--- config.mk ---
export PLATFORM = sky130hd
export DESIGN_NAME = light_timer
export DESIGN_NICKNAME = d
export VERILOG_FILES = /design/src/rtl/light_timer_pkg.sv /design/src/rtl/light_timer_tick_gen.sv /design/src/rtl/light_timer.sv
export SDC_FILE = /design/constraint.sdc
export NUM_CORES = 1
export LEC_CHECK = 0
export CAP_MARGIN = 20
export CORE_UTILIZATION = 50
export DETAILED_ROUTE_END_ITERATION = 16
export PLACE_DENSITY_LB_ADDON = 0.25
export REMOVE_ABC_BUFFERS = 1
export SYNTH_ARGS = -nofsm -noshare
export SYNTH_HDL_FRONTEND = slang
export SYNTH_SLANG_ARGS = --single-unit
--- constraint.sdc ---
create_clock -name clk -period 2.1 [get_ports clk]
set_input_delay 0.21 -clock clk [delete_from_list [all_inputs] [get_ports clk]]
set_output_delay 0.21 -clock clk [all_outputs]
set_load 0.01 [all_outputs]
--- src/rtl/light_timer_pkg.sv ---
// Shared constants for the traffic-light timer and the light-controller FSMs:
// mode encodings and default phase/prescaler settings.
package light_timer_pkg;

    localparam logic MODE_LONG  = 1'b0;
    localparam logic MODE_SHORT = 1'b1;

    localparam int unsigned DEF_CLK_DIV = 4;
    localparam int unsigned DEF_LONG_T  = 5;
    localparam int unsigned DEF_SHORT_T = 2;
    localparam int unsigned DEF_CNT_W   = 8;

    // Ticks in a phase for the given mode.
    function automatic int unsigned phase_ticks(input logic m, input int unsigned long_t,
                                                input int unsigned short_t);
        return (m == MODE_SHORT) ? short_t : long_t;
    endfunction

endpackage

--- src/rtl/light_timer_tick_gen.sv ---
// Prescaler for light_timer: counts 0..CLK_DIV-1 and flags the last count as a tick.
// clr restarts the count from zero so a new phase begins on a clean tick boundary.
module tick_gen
    import light_timer_pkg::*;
#(
    parameter int unsigned CLK_DIV = DEF_CLK_DIV
) (
    input  logic clk,
    input  logic rst_n,
    input  logic clr,
    output logic tick
);

    localparam int unsigned PW = (CLK_DIV > 1) ? $clog2(CLK_DIV) : 1;
    localparam logic [PW-1:0] PRE_MAX = PW'(CLK_DIV - 1);

    logic [PW-1:0] pre_q, pre_d;

    assign tick = (pre_q == PRE_MAX);

    always_comb begin
        pre_d = pre_q;
        if (clr || tick) begin
            pre_d = '0;
        end else begin
            pre_d = pre_q + 1'b1;
        end
    end

    always_ff @(posedge clk or negedge rst_n) begin
        if (!rst_n) begin
            pre_q <= '0;
        end else begin
            pre_q <= pre_d;
        end
    end

endmodule

--- src/rtl/light_timer.sv ---
// Phase timer for the traffic-light controller: emits a one-cycle timeout pulse every
// N*CLK_DIV cycles. Optional countdown output under macro LIGHT_TIMER_REMAIN_EN.
module light_timer
    import light_timer_pkg::*;
#(
    parameter int unsigned CLK_DIV = DEF_CLK_DIV,
    parameter int unsigned LONG_T  = DEF_LONG_T,
    parameter int unsigned SHORT_T = DEF_SHORT_T,
    parameter int unsigned CNT_W   = DEF_CNT_W
) (
    input  logic             clk,
    input  logic             rst_n,
    input  logic             mode,
    output logic             timeout
`ifdef LIGHT_TIMER_REMAIN_EN
    ,
    output logic [CNT_W-1:0] remain
`endif
);

    localparam logic [CNT_W-1:0] LOAD_LONG  = CNT_W'(phase_ticks(MODE_LONG, LONG_T, SHORT_T) - 1);
    localparam logic [CNT_W-1:0] LOAD_SHORT = CNT_W'(phase_ticks(MODE_SHORT, LONG_T, SHORT_T) - 1);

    logic             mode_q;
    logic [CNT_W-1:0] cnt_q, cnt_d;
    logic             timeout_q, timeout_d;
    logic             mode_chg;
    logic             tick;
    logic [CNT_W-1:0] load_val;

    assign mode_chg = (mode != mode_q);
    // On a change mode is the new mode; otherwise mode equals mode_q, so one mux serves both.
    assign load_val = (mode == MODE_SHORT) ? LOAD_SHORT : LOAD_LONG;

    tick_gen #(
        .CLK_DIV(CLK_DIV)
    ) u_tick_gen (
        .clk  (clk),
        .rst_n(rst_n),
        .clr  (mode_chg),
        .tick (tick)
    );

    always_comb begin
        cnt_d     = cnt_q;
        timeout_d = 1'b0;
        if (mode_chg) begin
            cnt_d = load_val;
        end else if (tick) begin
            if (cnt_q != '0) begin
                cnt_d = cnt_q - 1'b1;
            end else begin
                cnt_d     = load_val;
                timeout_d = 1'b1;
            end
        end
    end

    always_ff @(posedge clk or negedge rst_n) begin
        if (!rst_n) begin
            mode_q    <= MODE_LONG;
            cnt_q     <= LOAD_LONG;
            timeout_q <= 1'b0;
        end else begin
            mode_q    <= mode;
            cnt_q     <= cnt_d;
            timeout_q <= timeout_d;
        end
    end

    assign timeout = timeout_q;

`ifdef LIGHT_TIMER_REMAIN_EN
    assign remain = cnt_q + 1'b1;
`endif

endmodule

==> metrics.csv <==
stage;metric;value;unit
setup_path;path_class;reg2reg;
setup_path;cp_cell_sequence;inv_1, ha_1, or4b_1, o311ai_0, mux2i_1;
logic_synthesis;yosysWarnings;0;
floorplan;die_w;39.77;um
sta;worstMarginPinSlew;567.7;ps
finish;layout.nets;86;
grt;grt_pass1_vias;510;
drt;routed_wl;1392;um
clocking;cts_num_sinks;12;
setup_path;cpPeakStageDelay;630;ps
clocking;cts_tree;done;
floorplan;die_area;1581;um^2
finish;fin_util;61.16;%
placement;hpwl;994.9;um
sta;slew_headroom;61.18;%
clocking;clkLatencyLatePin;270;ps
sta;fin_worst_skew;6.072;ps
logic_synthesis;ys_seq_elements;12;
drt;viasPerCell;6.389;
sta;finalHoldViolations;0;
finish;drive_gt1_share;11.25;%
grt;grt-ovfl-total;0;
sta;holdWs;293.3;ps
logic_synthesis;yosys.cell_types.count;32;
setup_path;worst_setup_path_end_kind;flop;
sta;period_minus_slack;1997;ps
floorplan;coreArea;1318;um^2
sta;fmax;500.7;MHz
grt;track_usage;21.56;%
grt;grt_start_max_net_pins;14;
outcome;outcome;finished, final reports clean;
setup_path;worst-path-max-fanout;10;
drt;ant_nets;0;
sta;setup_viol;0;
clocking;clockBufferDepth;2;
placement;gp_congestion;0.8362;
floorplan;die_h;39.77;um
clocking;numCtsBuffers;3;
pwr;ir_worst_vdd;0.0004930;V
pwr;powerDensity;907.3;nW/um^2
flow_run;cap_violations;0;
pwr;leakagePower;0.3408;nW
placement;portBuffers;3;
drt;dr.pass1.iters;6;
logic_synthesis;avgSynthCellArea;9.638;um^2
clocking;clockRootBuffer;clkbuf_4;
finish;area_delta_synth_final;12.98;%
logic_synthesis;synthCells;74;
logic_synthesis;synth-seq-area-share;42.28;%
clocking;htreeDepth;1;
placement;place_inst;91;
hold_path;min_path_type;in2async;
setup_path;crit_arrival;2130;ps
sta;fin_crit_sh;95.10;%
drt;vias;607;
clocking;postCtsSetupBuffers;0;
logic_synthesis;syn_area;713.2;um^2
finish;instances_no_fill;95;
setup_path;start_kind;flop;
grt;antenna_found_initial;0;
finish;n_antenna_cell;0;
grt;grt_pass1_wl;2256;um
drt;wl_per_cell;14.65;um
sta;rsz0062_at_grt;false;
drt;drt_iter0_markers;21;
sta;totalNegativeSetupSlack;0;ps
setup_path;cp_slowest_cell;or4b_1;
sta;drv_slew;0;
clocking;clk_pin_slew;80;ps
setup_path;worstPathRequired;2240;ps
finish;final_common_cell;dfrtp_1;
floorplan;num_rows;13;
floorplan;io_pins;4;
pwr;total_power;0.7311;mW
drt;drc_errors;0;
finish;mostFrequentLayoutCells;dfrtp_1 (11), inv_1 (8), nand2_1 (6);
floorplan;start_util;54.13;%
==> flip-flops by register name, summed over array words and instances, names as in the netlist <==
name and count:
timeout 1, cnt_q 8, u_tick_gen.pre_q 2, mode_q 1
==> cells in the mapped netlist <==
master / number / area (um^2)
mux2i_1: 5 / 50.05
inv_1: 8 / 30.03
ha_1: 2 / 25.02
and3_1: 1 / 6.260
a31oi_1: 1 / 6.260
nand2_1: 6 / 22.52
nor2b_1: 3 / 18.77
dfrtp_1: 11 / 275.3
nor4_1: 2 / 12.51
o311ai_0: 5 / 43.79
nor3_1: 2 / 10.01
or4_1: 1 / 7.510
o211ai_1: 2 / 15.01
nand2b_1: 1 / 6.260
and3b_1: 2 / 17.52
a211oi_1: 2 / 15.01
o221ai_1: 1 / 8.760
xnor2_1: 1 / 8.760
o2111ai_1: 1 / 8.760
buf_2: 2 / 10.01
clkbuf_1: 2 / 7.510
nor2_1: 3 / 11.26
xor2_1: 1 / 8.760
a311o_1: 1 / 10.01
or4b_1: 1 / 10.01
or3_1: 1 / 6.260
clkbuf_2: 1 / 5.000
dfstp_2: 1 / 26.28
a2111oi_0: 1 / 8.760
a21oi_1: 1 / 5.000
o21ai_0: 1 / 5.000
o2111a_1: 1 / 11.26
==> path summary, 6_finish.rpt <==
kind / startpoint / to / slack (ps) / depth (start not counted)
worst min register to register: u_tick_gen.pre_q[0]$_DFF_PN0_ / u_tick_gen.pre_q[0]$_DFF_PN0_ / 440 / 1
worst max-delay path: cnt_q[0]$_DFFE_PN0N_ / cnt_q[5]$_DFFE_PN0N_ / 100 / 5
worst max register to register: cnt_q[0]$_DFFE_PN0N_ / cnt_q[5]$_DFFE_PN0N_ / 100 / 5
worst min-delay path: rst_n / cnt_q[7]$_DFFE_PN0N_ / 290 / 1
max in group asynchronous: rst_n / timeout$_DFF_PN0_ / 1430 / 1
min in group clk: u_tick_gen.pre_q[0]$_DFF_PN0_ / u_tick_gen.pre_q[0]$_DFF_PN0_ / 440 / 1
==> metal layers <==
layer / routed length [um] / part of all wire, % / GRT usage (%) / vias to the layer above
met2: 618 / 44 / 33.20 / 27
met1: 688 / 49 / 29.86 / 289
met4: 9 / 0.65 / 5.172 / 0
li1: - / - / - / 289
met3: 75 / 5.4 / 5.114 / 2
met5: 0 / 0 / 0 / -
==> per-stage QoR <==
stage,area [um^2],worst slack (ps)
6_report,805.8,102.8
5_1_grt,805.8,7.973
4_1_cts,805.8,132.6
3_5_place_dp,769.5,150.5
3_3_place_gp,769.5,216.7
2_1_floorplan,690.7,353.9
==> cell type report <==
type | instances | area (um^2)
Clock buffer | 4 | 36.28
Fill cell | 112 | 511.7
Inverter | 8 | 30.03
Multi-Input combinational cell | 49 | 359.1
Sequential cell | 12 | 301.5
Tap cell | 15 | 18.77
Timing Repair Buffer | 7 | 60.06
==> critical path, delay by kind of cell (launching register included) <==
kind | cells | cell delay [ps]
adder cells (fa/ha/maj) | 1 | 220
buffers and inverters | 1 | 90
AO/OA/AOI/OAI | 1 | 370
multiplexers | 1 | 130
AND/OR/NAND/NOR | 1 | 630
flip-flops | 1 | 420
==> repair_timing <==
action	in CTS	in global routing
setup endpoints to repair	0	3
hold buffers	0	0
resized for setup	0	3
==> cells by family after synthesis <==
group                    Yosys count  synth area share (%)
flip-flops                        12                 42.28
AND/OR/NAND/NOR                   23                 18.07
AO/OA/AOI/OAI                     17                 19.30
XOR/XNOR                           2                 2.457
buffers and inverters             13                 7.368
multiplexers                       5                 7.018
adder cells (fa/ha/maj)            2                 3.508
==> where the power goes <==
group	internal [mW]	total [mW]	switching, mW
Combinational	0.0952	0.233	0.138
Sequential	0.277	0.317	0.0408
Clock	0.105	0.181	0.0754
Note: power is estimated with default switching activity, not from simulation.
